===== src/rtl/mem_arbiter_if.sv =====
// Bus bundle between the pipeline (IF / MEM stages), the arbiter and the byte-wide RAM.
interface mem_arbiter_if #(parameter int RAM_AW = 17);
    logic              if_req;
    logic [31:0]       if_addr;
    logic              if_done;
    logic [31:0]       if_inst;
    logic              mem_req;
    logic              mem_we;
    logic [1:0]        mem_size;
    logic [31:0]       mem_addr;
    logic [31:0]       mem_wdata;
    logic              mem_done;
    logic [31:0]       mem_rdata;
    logic              flush;
    logic [7:0]        ram_din;
    logic [7:0]        ram_dout;
    logic [RAM_AW-1:0] ram_a;
    logic              ram_wr;
    logic              busy;

    modport slave (
        input  if_req, if_addr, mem_req, mem_we, mem_size, mem_addr, mem_wdata, flush, ram_din,
        output if_done, if_inst, mem_done, mem_rdata, ram_dout, ram_a, ram_wr, busy
    );

    modport master (
        output if_req, if_addr, mem_req, mem_we, mem_size, mem_addr, mem_wdata, flush, ram_din,
        input  if_done, if_inst, mem_done, mem_rdata, ram_dout, ram_a, ram_wr, busy
    );
endinterface


===== src/rtl/mem_arbiter.sv =====
// Shares one byte-wide RAM port between instruction fetch and load/store,
// splitting each access into serial byte transfers; MEM has priority over IF.
module mem_arbiter #(
    parameter int RAM_AW = 17
) (
    input  logic         clk,
    input  logic         rst,
    mem_arbiter_if.slave bus
);
    localparam logic [1:0] IDLE   = 2'd0;
    localparam logic [1:0] IF_RD  = 2'd1;
    localparam logic [1:0] MEM_RD = 2'd2;
    localparam logic [1:0] MEM_WR = 2'd3;

    typedef struct packed {
        logic [RAM_AW-1:0] base;
        logic [2:0]        n;
        logic [3:0][7:0]   wdata;
    } xfer_t;

    logic [1:0]      state;
    logic [2:0]      cnt;
    xfer_t           xf;
    logic [3:0][7:0] data;
    logic            if_done_q, mem_done_q;
    logic [31:0]     if_inst_q, mem_rdata_q;

    logic            rd_state;
    logic [1:0]      idx;
    logic [1:0]      cap;
    logic [3:0][7:0] rd_word;
    logic            accept;

    function automatic logic [2:0] size_to_n(input logic [1:0] size);
        case (size)
            2'b00:   size_to_n = 3'd1;
            2'b01:   size_to_n = 3'd2;
            default: size_to_n = 3'd4;
        endcase
    endfunction

    assign rd_state = (state == IF_RD) || (state == MEM_RD);
    // In the capture-only read cycle (cnt==N) the address stays on the last byte.
    assign idx      = (rd_state && cnt == xf.n) ? 2'(cnt - 3'd1) : cnt[1:0];
    assign cap      = 2'(cnt - 3'd1);
    assign accept   = !if_done_q && !mem_done_q;

    always_comb begin
        rd_word      = data;
        rd_word[cap] = bus.ram_din;
    end

    // Adding in RAM_AW bits gives the same result as a 32-bit add then truncate.
    assign bus.ram_a     = xf.base + RAM_AW'(idx);
    assign bus.ram_wr    = (state == MEM_WR);
    assign bus.ram_dout  = xf.wdata[idx];
    assign bus.busy      = (state != IDLE);
    assign bus.if_done   = if_done_q;
    assign bus.mem_done  = mem_done_q;
    assign bus.if_inst   = if_inst_q;
    assign bus.mem_rdata = mem_rdata_q;

    always_ff @(posedge clk) begin
        if (!rst) begin
            state       <= IDLE;
            cnt         <= 3'd0;
            xf          <= '0;
            data        <= '0;
            if_done_q   <= 1'b0;
            mem_done_q  <= 1'b0;
            if_inst_q   <= 32'd0;
            mem_rdata_q <= 32'd0;
        end else begin
            if_done_q  <= 1'b0;
            mem_done_q <= 1'b0;
            case (state)
                IDLE: begin
                    if (accept && bus.mem_req) begin
                        xf.base  <= bus.mem_addr[RAM_AW-1:0];
                        xf.n     <= size_to_n(bus.mem_size);
                        xf.wdata <= bus.mem_wdata;
                        cnt      <= 3'd0;
                        data     <= '0;
                        state    <= bus.mem_we ? MEM_WR : MEM_RD;
                    end else if (accept && bus.if_req && !bus.flush) begin
                        xf.base  <= bus.if_addr[RAM_AW-1:0];
                        xf.n     <= 3'd4;
                        xf.wdata <= '0;
                        cnt      <= 3'd0;
                        data     <= '0;
                        state    <= IF_RD;
                    end
                end
                IF_RD, MEM_RD: begin
                    if (state == IF_RD && bus.flush) begin
                        state <= IDLE;
                        cnt   <= 3'd0;
                    end else begin
                        if (cnt != 3'd0)
                            data <= rd_word;
                        if (cnt == xf.n) begin
                            state <= IDLE;
                            cnt   <= 3'd0;
                            if (state == IF_RD) begin
                                if_inst_q <= rd_word;
                                if_done_q <= 1'b1;
                            end else begin
                                mem_rdata_q <= rd_word;
                                mem_done_q  <= 1'b1;
                            end
                        end else begin
                            cnt <= cnt + 3'd1;
                        end
                    end
                end
                MEM_WR: begin
                    if (cnt == xf.n - 3'd1) begin
                        state      <= IDLE;
                        cnt        <= 3'd0;
                        mem_done_q <= 1'b1;
                    end else begin
                        cnt <= cnt + 3'd1;
                    end
                end
                default: state <= IDLE;
            endcase
        end
    end
endmodule

===== src/flat_wrapper.sv =====
// flat-port wrapper written by rule: the top's interface ports become plain ports
module mem_arbiter_flat 
#(
    parameter int RAM_AW = 17
)
  (clk, rst, bus_if_req, bus_if_addr, bus_mem_req, bus_mem_we, bus_mem_size, bus_mem_addr, bus_mem_wdata, bus_flush, bus_ram_din, bus_if_done, bus_if_inst, bus_mem_done, bus_mem_rdata, bus_ram_dout, bus_ram_a, bus_ram_wr, bus_busy);
  mem_arbiter_if #(.RAM_AW(RAM_AW)) bus_i ();
  input  logic clk;
  input  logic rst;
  input wire logic [$bits(bus_i.if_req)-1:0] bus_if_req;
  input wire logic [$bits(bus_i.if_addr)-1:0] bus_if_addr;
  input wire logic [$bits(bus_i.mem_req)-1:0] bus_mem_req;
  input wire logic [$bits(bus_i.mem_we)-1:0] bus_mem_we;
  input wire logic [$bits(bus_i.mem_size)-1:0] bus_mem_size;
  input wire logic [$bits(bus_i.mem_addr)-1:0] bus_mem_addr;
  input wire logic [$bits(bus_i.mem_wdata)-1:0] bus_mem_wdata;
  input wire logic [$bits(bus_i.flush)-1:0] bus_flush;
  input wire logic [$bits(bus_i.ram_din)-1:0] bus_ram_din;
  output wire logic [$bits(bus_i.if_done)-1:0] bus_if_done;
  output wire logic [$bits(bus_i.if_inst)-1:0] bus_if_inst;
  output wire logic [$bits(bus_i.mem_done)-1:0] bus_mem_done;
  output wire logic [$bits(bus_i.mem_rdata)-1:0] bus_mem_rdata;
  output wire logic [$bits(bus_i.ram_dout)-1:0] bus_ram_dout;
  output wire logic [$bits(bus_i.ram_a)-1:0] bus_ram_a;
  output wire logic [$bits(bus_i.ram_wr)-1:0] bus_ram_wr;
  output wire logic [$bits(bus_i.busy)-1:0] bus_busy;
  assign bus_i.if_req = bus_if_req;
  assign bus_i.if_addr = bus_if_addr;
  assign bus_i.mem_req = bus_mem_req;
  assign bus_i.mem_we = bus_mem_we;
  assign bus_i.mem_size = bus_mem_size;
  assign bus_i.mem_addr = bus_mem_addr;
  assign bus_i.mem_wdata = bus_mem_wdata;
  assign bus_i.flush = bus_flush;
  assign bus_i.ram_din = bus_ram_din;
  assign bus_if_done = bus_i.if_done;
  assign bus_if_inst = bus_i.if_inst;
  assign bus_mem_done = bus_i.mem_done;
  assign bus_mem_rdata = bus_i.mem_rdata;
  assign bus_ram_dout = bus_i.ram_dout;
  assign bus_ram_a = bus_i.ram_a;
  assign bus_ram_wr = bus_i.ram_wr;
  assign bus_busy = bus_i.busy;
  mem_arbiter #(.RAM_AW(RAM_AW)) u_core (.clk(clk), .rst(rst), .bus(bus_i));
endmodule

===== config.mk =====
export PLATFORM = sky130hd
export DESIGN_NAME = mem_arbiter_flat
export DESIGN_NICKNAME = d
export VERILOG_FILES = /design/src/rtl/mem_arbiter_if.sv /design/src/rtl/mem_arbiter.sv /design/src/flat_wrapper.sv
export SDC_FILE = /design/constraint.sdc
export NUM_CORES = 1
export LEC_CHECK = 0
export BUFFER_PORTS_ARGS = -buffer_cell sky130_fd_sc_hd__buf_2
export CELL_PAD_IN_SITES_DETAIL_PLACEMENT = 2
export CELL_PAD_IN_SITES_GLOBAL_PLACEMENT = 2
export CORE_MARGIN = 2
export CORE_UTILIZATION = 32
export DETAILED_ROUTE_END_ITERATION = 6
export GPL_TIMING_DRIVEN = 1
export PLACE_DENSITY = 0.8
export SYNTH_ARGS = -nofsm -noshare
export SYNTH_HDL_FRONTEND = slang
export SYNTH_SLANG_ARGS = --single-unit

===== constraint.sdc =====
create_clock -name clk -period 4.9 [get_ports clk]
set_input_delay 0.735 -clock clk [delete_from_list [all_inputs] [get_ports clk]]
set_output_delay 0.735 -clock clk [all_outputs]
set_load 0.005 [all_outputs]

### After elaboration in Yosys (flattened, before gate mapping)

Cells that the tools add are included.

* add/sub/neg operators: 4
* $lt $le $gt $ge: 3
* eq/ne operators: 11
* mux-type cells: 33
* bitwise gates (word level): 5
* reductions and logical operators: 24

Operators with widths (number)
* 32-bit two-way mux: 4
* 52-bit two-way mux: 2
* 32-bit case mux with 2 select lines: 1
* 32-bit bitwise mux: 1
* 17-bit by 2-bit adder with 17-bit output: 1
* 8-bit binary-select mux with 2-bit select: 1
* 8-bit demux with 2-bit select: 1
* 8-bit two-way mux: 2
* 3-bit two-way mux: 5
* 2-bit two-way mux: 6
* 4-bit AND reduction: 3
* 3-bit case mux with 3 select lines: 1
* 1-bit logical AND: 7
* 3-bit == test: 2
* 2-bit by 3-bit < comparator with 1-bit output (second input constant): 2
* 1-bit two-way mux: 6
* 3-bit by 1-bit inequality test with 1-bit output (second input constant): 2
* 2-bit case mux with 3 select lines: 1
* 3-bit case mux with 2 select lines: 1
* 2-bit nonzero test: 3
* 1-bit inverter: 5
* 2-bit by 1-bit == test with 1-bit output (second input constant): 2
* 2-bit == test (second input constant): 2
* 2-bit zero test: 2
* 14 further kinds: 17

* flip-flop bits (word level): 155
* input port bits: 112
* output and inout bits: 93
* logic and storage cells: 96

### Logic depth before layout (Yosys ltp)

Gate-level depths: netlist (run 1).

* depth after elaboration: 9
* depth in mapped cells: 12
* mapped depth without buffers: 11

### Worst setup path before layout (run 1)

No wires, ideal clock.

* path kind: flip-flop to output port
* start: register u_core.cnt[0]
* end: output bus_ram_a[14]
* arrival: 3.010 ns
* data required time: 4.165 ns
* slack: 1.155 ns
* stages on the path, launching flop included: 13
* path buffers: 4
* path through: dfxtp_1 > buf_4 > buf_2 > inv_1 > ha_1 > clkbuf_1 > o21ai_0 > fa_1 > and3_1 > clkbuf_1 > and4_1 > nand4_1 > xnor2_1

* word-level cells in the longest chain between the ends: 4
* elaborated cells between the ends (all ways): 5
* those cells by class: add/sub (2); eq/ne (1); mux (1); reduce/logical (1)

Ends and longest elaborated chain
* start, declared: RTL line mem_arbiter.sv:22 `logic [2:0] cnt;`
* start signal, assigned: RTL line mem_arbiter.sv:112 `cnt <= cnt + 3'd1;`
* start signal, assigned: RTL line mem_arbiter.sv:122 `cnt <= cnt + 3'd1;`
* branches (longest 2 deep; another with 2-bit by 1-bit subtractor with 2-bit output)
* 2-bit two-way mux *: RTL line mem_arbiter.sv:44 `assign idx = (rd_state && cnt == xf.n) ? 2'(cnt - 3'd1) : cnt[1:0];`
* 17-bit by 2-bit adder with 17-bit output *: RTL line mem_arbiter.sv:54 `assign bus.ram_a = xf.base + RAM_AW'(idx);`
* end, declared: RTL line flat_wrapper.sv:24 `output wire logic [$bits(bus_i.ram_a)-1:0] bus_ram_a;`

Every way passes the cells marked *.

### Worst setup path after layout (run 1)

* start: register u_core.state[0]
* end: output bus_ram_a[15]

* word-level cells in the longest chain between the ends: 5
* elaborated cells between the ends (all ways): 6
* those cells by class: add/sub (1); eq/ne (2); mux (1); reduce/logical (2)

Ends and longest elaborated chain
* start, declared: RTL line mem_arbiter.sv:21 `logic [1:0] state;`
* start signal, assigned: RTL line mem_arbiter.sv:84 `state <= bus.mem_we ? MEM_WR : MEM_RD;`
* 2-bit by 1-bit == test with 1-bit output / 2-bit == test (equally long branches): RTL line mem_arbiter.sv:42 `assign rd_state = (state == IF_RD) || (state == MEM_RD);`
* 1-bit logical OR *: RTL line mem_arbiter.sv:42
* 1-bit logical AND *: RTL line mem_arbiter.sv:44
* 2-bit two-way mux *: RTL line mem_arbiter.sv:44
* 17-bit by 2-bit adder with 17-bit output *: RTL line mem_arbiter.sv:54

Mark *: on every way between the ends. The rest lies on a longest branch, timed or not.

==> metrics.txt, run 1 <==
CTS tree built; GR Util All Layers 0.1814; CP dominant cell by count ha_1; DRC Markers 0; Clock Path Buffers 2; Finished Cell Area 9004 um^2; clock power share 0.279; Ys Warns 0; total routed wirelength 21.85 mm; RSZ-0062 raised after global routing false; area taken by multi-input logic gates 3936 um^2; Final setup viols 0; Crit Path Class reg2out; clock sinks 155; TritonCTS buffer count 17; Worst Hold Class reg2reg; Power Internal 2.991 mW; Final Slew Violations 0; Worst Path Arrival 3.54 ns; RR Startpoint u_core.state[0]$_SDFFE_PN0P_; Pre-antenna DRT Iters 5; Layout Utilization 0.3989; crit path time final 4.277 ns; Peak VDD IR 249.1 uV; Root Driver clkbuf_16; I/O Pins 205; Netlist Area Pre-Place 7351 um^2; post-route clock period utilization 0.8729; sequential cell area fraction in the yosys report 0.4221; most common cell after layout, fill and taps aside buf_2; # hold bufs at CTS 0; Die H 155.6 um; final worst slack 0.6227 ns; first-pass GRT wire length 34.63 mm; Hold Startpoint u_core.state[1]$_SDFFE_PN0P_; Synth cell types 49; Worst-Margin Slew 0.8276 ns; Hold Slack 0.4932 ns; grt ovf 0; placed insts 1122; die area 24200 um^2; die width 155.6 um; Slowest-stage cell, CP o21ai_0; final clock skew 0.01396 ns; layout cells sized above 1 0.2934; post-synthesis cell count 716; Clock H-tree levels 4; Final Power 4.766 mW; Startpoint Class flip-flop; MaxCap Viol Count 0; post-synthesis register bit count 155; Worst path max stage delay 0.54 ns; DR vias 6113; Psw 1.775 mW; vias per cell 5.293; Area Overhead vs Synth 22.49%; initial antenna violation count 3; HPWL Detailed 14.99 mm; IO buf count 174; number of flops mapped to enable cells by yosys 0; CP Cell Sequence inv_1, ha_1, nand4_2, o21ai_0, ha_1, a21o_1, and3_1, nand4_1, nor2_1, xnor2_1, buf_2; post-route ant nets 0; post_cts resized 0; asr flop ratio synth 0; Core Box Area 22570 um^2; FF+latch area 3103 um^2; Net Count, Synth 840; Avg Synthesized Cell Area 10.27 um^2; Pwr per Cell Area 529.3 nW/um^2; Worst setup EP type output pin; Slew HR 0.4477; Wirelength per Cell 18.91 um; Post-CTS Setup Bufs 0; Non-Filler Instances 1155; DP Area 8408 um^2; Sum Neg Setup Slack 0 ns; highest clock rate 0.2338 GHz; Max FO, Critical Path 14; most frequent cells in the layout buf_2, dfxtp_1, nand2_1; pre-CTS setup slack 0.9678 ns; Sw Share 0.3725; RD Place Congestion 0.7212; initial core utilization 0.3257; sequential share of power 0.365; Comb pwr share 0.356; Synth Flop Type dfxtp_1; Iteration-0 DRC Markers 220; Fill cells 2481; total leakage power 4.512 nW; nets 980; Clock Latency Late Sink 0.43 ns; largest net degree at the start of global routing 70; Fin. Hold Viols 0; outcome completed; Critical path origin u_core.state[0]$_SDFFE_PN0P_; WP data required 4.16 ns; Row Count 55; vias in the first global route 6540; Clock transition at path regs 0.06 ns
==> synth_stat cells (all sizes together) (2+ instances only) <==
| cell | number | share of area |
|---|---|---|
| buf | 33 | 0.022 |
| nor2b | 71 | 0.060 |
| a21oi | 2 | 0.0014 |
| o21a | 2 | 0.0020 |
| nand2 | 99 | 0.051 |
| o21ai | 3 | 0.0026 |
| o2111ai | 4 | 0.0048 |
| and3 | 5 | 0.0043 |
| and2 | 3 | 0.0026 |
| a2111oi | 4 | 0.012 |
| inv | 11 | 0.0056 |
| a22oi | 40 | 0.041 |
| nand2b | 3 | 0.0026 |
| ha | 11 | 0.019 |
| o22ai | 3 | 0.0026 |
| o211a | 81 | 0.11 |
| nor3b | 2 | 0.0027 |
| nor3 | 2 | 0.0014 |
| mux4 | 16 | 0.049 |
| nand4 | 4 | 0.0043 |
| nand3 | 6 | 0.0041 |
| xor2 | 3 | 0.0036 |
| xnor2 | 17 | 0.021 |
| clkbuf | 33 | 0.017 |
| mux2 | 8 | 0.012 |
| a32oi | 25 | 0.030 |
| mux2i | 49 | 0.067 |
| nor2 | 10 | 0.0054 |
| dfxtp | 155 | 0.42 |
==> final cells by class <==
cell class,instances,area share
clock buffers,18,0.04878
clock inverters,14,0.01709
well taps,285,0.03961
repair buffers,187,0.1078
inverters,11,0.004586
flip-flops and latches,155,0.3446
diodes,1,0.0002779
multi-input cells,484,0.4372
==> registers in the layout, indices dropped and copies added, names as in the netlist <==
signal,flops
u_core.state,2
u_core.cnt,3
u_core.xf,52
u_core.bus.mem_rdata,32
u_core.bus.if_inst,32
u_core.bus.mem_done,1
u_core.data,32
u_core.bus.if_done,1
==> critical path: cells and delay by family (launching register included) <==
kind,cells,cell delay [ns]
simple gates,4,0.99
flops,1,0.38
fa+ha+maj,2,0.61
buf+inv,2,0.21
compound gates,2,0.73
xor+xnor,1,0.19
==> power groups by stage <==
stage	sequential, mW	combinational (mW)	clock [mW]
final	1.74	1.70	1.33
after global routing	1.78	1.89	1.43
after CTS	1.74	1.73	1.38
after detailed placement	1.77	1.72	0
after global placement	1.75	1.66	0
after floorplan	1.73	1.12	0
==> final timing paths <==
kind	to	slack, ns	cells past startpoint
setup / recovery	bus_ram_a[15]	0.62	11
hold / removal	u_core.state[1]$_SDFFE_PN0P_	0.49	2
setup reg to reg	u_core.bus.mem_rdata[17]$_SDFFE_PN0P_	1.98	7
hold reg to reg	u_core.state[1]$_SDFFE_PN0P_	0.49	2
==> per-layer routing <==
layer | share of wire | vias to the layer above | GRT usage
met5 | 0.00092 | - | 0
met4 | 0.011 | 4 | 0.05024
met3 | 0.046 | 26 | 0.04472
met2 | 0.50 | 125 | 0.3194
met1 | 0.44 | 3068 | 0.2206
li1 | - | 2890 | -
==> kinds of logic after synthesis <==
group	synth area share
multiplexers	0.1280
adder cells (fa/ha/maj)	0.02145
buffers and inverters	0.04494
XOR/XNOR	0.02809
AO/OA/AOI/OAI	0.2151
AND/OR/NAND/NOR	0.1403
flip-flops	0.4221
Power figures use the tool's default switching activity.
==> inputs of run 2 (changes only) <==
--- a/config.mk
+++ b/config.mk
@@ -8,7 +8,6 @@
 export BUFFER_PORTS_ARGS = -buffer_cell sky130_fd_sc_hd__buf_2
 export CELL_PAD_IN_SITES_DETAIL_PLACEMENT = 2
 export CELL_PAD_IN_SITES_GLOBAL_PLACEMENT = 2
-export CORE_MARGIN = 2
 export CORE_UTILIZATION = 32
 export DETAILED_ROUTE_END_ITERATION = 6
 export GPL_TIMING_DRIVEN = 1
==> run 2 against run 1 <==
Clock skew increased by 0.00091 ns. Critical path depth unchanged. Maximum frequency increased by 2.9%. Sequential power about the same. Sequential cell count unchanged. Via count decreased by 0.92%. Largest power group unchanged. Highest routed layer is now met4.
==> metrics.txt, run 2 (same netlist as run 1, synthesis figures left out) <==
Peak VDD IR 212.9 uV (was 249.1 uV); Max FO, Critical Path 11 (was 14); Largest register FFs 52 (unchanged); RD Place Congestion 0.7392 (was 0.7212); Post-CTS Setup Bufs 0 (unchanged); GRT busiest layer met2 (unchanged); Final Slew Violations 0 (unchanged); WP data required 4.16 ns (about the same); FF-to-FF path depth 8 (was 7); sequential share of power 0.367 (was 0.365); Pwr per Cell Area 529.0 nW/um^2 (was 529.3 nW/um^2); Non-Filler Instances 1153 (was 1155); Sum Neg Setup Slack 0 ns (unchanged); Pre-antenna DRT Iters 7 (was 5); final worst slack 0.7418 ns (was 0.6227 ns); cell count of the worst hold path 1 (was 2); Fin. Hold Viols 0 (unchanged); IO buf count 174 (unchanged); ANT cells 0 (was 1); outcome completed (unchanged); Worst-Margin Slew 0.9574 ns (was 0.8276 ns); HPWL Detailed 15.21 mm (was 14.99 mm); DR vias 6057 (was 6113); Root Driver clkbuf_16 (unchanged); layout cells sized above 1 0.2926 (was 0.2934); Worst Hold Class reg2reg (unchanged); Worst Hold End u_core.bus.if_inst[26]$_SDFFE_PN0P_ (was u_core.state[1]$_SDFFE_PN0P_); Most flops, register u_core.xf (unchanged); TritonCTS buffer count 17 (unchanged); most frequent cells in the layout buf_2, dfxtp_1, nand2_1 (unchanged); grt met3 use 0.04651 (was 0.04472); final clock skew 0.01486 ns (was 0.01396 ns); post-route ant nets 0 (unchanged); I/O Pins 205 (unchanged); Clock H-tree levels 4 (unchanged); MaxCap Viol Count 0 (unchanged); post-route clock period utilization 0.8486 (was 0.8729); Crit Path Class reg2out (unchanged); largest net degree at the start of global routing 73 (was 70); RSZ-0062 raised after global routing false (unchanged); vias in the first global route 6554 (was 6540); Comb pwr share 0.360 (was 0.356); initial core utilization 0.3257 (unchanged); placed insts 1123 (was 1122); met2 GRT Util 0.3357 (was 0.3194); CTS tree built (unchanged); highest clock rate 0.2405 GHz (was 0.2338 GHz); die width 153.6 um (was 155.6 um); Hold Startpoint u_core.bus.if_inst[26]$_SDFFE_PN0P_ (was u_core.state[1]$_SDFFE_PN0P_); post_cts resized 0 (unchanged); total leakage power 4.504 nW (was 4.512 nW); GR Util All Layers 0.1909 (was 0.1814); internal reg-to-reg setup slack 1.87 ns (was 1.98 ns); Worst Path Arrival 3.42 ns (was 3.54 ns); clock power share 0.273 (was 0.279); most common cell after layout, fill and taps aside buf_2 (unchanged); Psw 1.767 mW (was 1.775 mW); RR Endpoint u_core.bus.mem_rdata[19]$_SDFFE_PN0P_ (was u_core.bus.mem_rdata[17]$_SDFFE_PN0P_); Clock Path Buffers 2 (unchanged); Worst setup EP type output pin (unchanged); total routed wirelength 22.05 mm (was 21.85 mm); crit path time final 4.158 ns (was 4.277 ns); DRC Markers 0 (unchanged); vias per cell 5.253 (was 5.293); grt ovf 0 (unchanged); Power Internal 2.989 mW (was 2.991 mW); clock sinks 155 (unchanged); Startpoint Class flip-flop (unchanged); initial antenna violation count 1 (was 3); Final setup viols 0 (unchanged); met1 Track Usage GR 0.2350 (was 0.2206); Core Box Area 22570 um^2 (unchanged); die area 23580 um^2 (was 24200 um^2); Sw Share 0.3715 (was 0.3725); pre-CTS setup slack 1.115 ns (was 0.9678 ns); Row Count 55 (unchanged); Slew HR 0.3602 (was 0.4477); Die H 153.6 um (was 155.6 um); first-pass GRT wire length 35.66 mm (was 34.63 mm); Clock transition at path regs 0.07 ns (was 0.06 ns); # hold bufs at CTS 0 (unchanged); Wirelength per Cell 19.12 um (was 18.91 um); Area Overhead vs Synth 22.30% (was 22.49%); RR Startpoint u_core.cnt[1]$_SDFFE_PN0P_ (was u_core.state[0]$_SDFFE_PN0P_); nets 981 (was 980); Iteration-0 DRC Markers 248 (was 220); Final Power 4.755 mW (was 4.766 mW); Clock Latency Late Sink 0.42 ns (was 0.43 ns)
==> run 2: changes by cell type in the layout (fill, tap and decap cells not counted) <==
cell	previous run	this run
buf_4	14	15
clkinv_4	3	1
inv_6	4	3
diode_2	1	0
clkinvlp_4	1	2
==> run 2: metrics by stage <==
| step | instance area [um^2] | hold slack, ns | utilization |
|---|---|---|---|
| 4_1_cts | 8990 | 0.5004 | 0.3983 |
| 6_report | 8990 | 0.4956 | 0.3983 |
| 3_5_place_dp | 8416 | 0.4834 | 0.3728 |
| 2_1_floorplan | 7351 | 0.4628 | - |
| 3_3_place_gp | 8416 | 0.4758 | 0.3728 |
| 5_1_grt | 8990 | 0.5110 | 0.3983 |
==> run 2: how the worst max path moves through the flow <==
stage                               startpoint             to  slack, ns  cells after the start
floorplan           u_core.cnt[0]$_SDFFE_PN0P_  bus_ram_a[14]       1.15                     12
global placement    u_core.cnt[1]$_SDFFE_PN0P_  bus_ram_a[14]       1.18                     11
detailed placement  u_core.cnt[1]$_SDFFE_PN0P_  bus_ram_a[14]       1.11                     11
CTS                 u_core.cnt[1]$_SDFFE_PN0P_  bus_ram_a[14]       0.66                     11
global route        u_core.cnt[1]$_SDFFE_PN0P_  bus_ram_a[14]       0.45                     10
finish              u_core.cnt[1]$_SDFFE_PN0P_  bus_ram_a[14]       0.74                     11
==> run 2: power by group through the flow <==
stage | Sequential, mW | Clock (mW) | Combinational (mW)
2_1_floorplan | 1.73 | 0 | 1.12
3_3_place_gp | 1.75 | 0 | 1.67
3_5_place_dp | 1.77 | 0 | 1.73
4_1_cts | 1.75 | 1.35 | 1.75
5_1_grt | 1.78 | 1.40 | 1.90
6_report | 1.74 | 1.30 | 1.71
==> run 2: cell type report <==
cell class                      instances  area (um^2)
Clock inverter                         12        135.1
Timing Repair Buffer                  188        978.4
Inverter                               11        41.29
Fill cell                            2473        13580
Tap cell                              285        356.6
Clock buffer                           18        439.2
Multi-Input combinational cell        484         3936
Sequential cell                       155         3103
==> run 2: layer usage <==
layer,vias to the layer above,part of all wire,routed length (um)
li1,2882,-,-
met1,3038,0.45,9894
met2,127,0.50,11010
met3,10,0.044,966
met4,0,0.0078,173
met5,-,0,0
==> run 2: worst max-delay path, cell delays in order, from the launching register on <==
cell and delay (ns):
dfxtp_1 0.43, buf_4 0.27, xnor2_1 0.18, nand4_2 0.32, xnor2_1 0.22, ha_1 0.22
fa_1 0.41, and3_1 0.27, and4_1 0.25, nand4_1 0.13, xnor2_1 0.15, buf_2 0.15
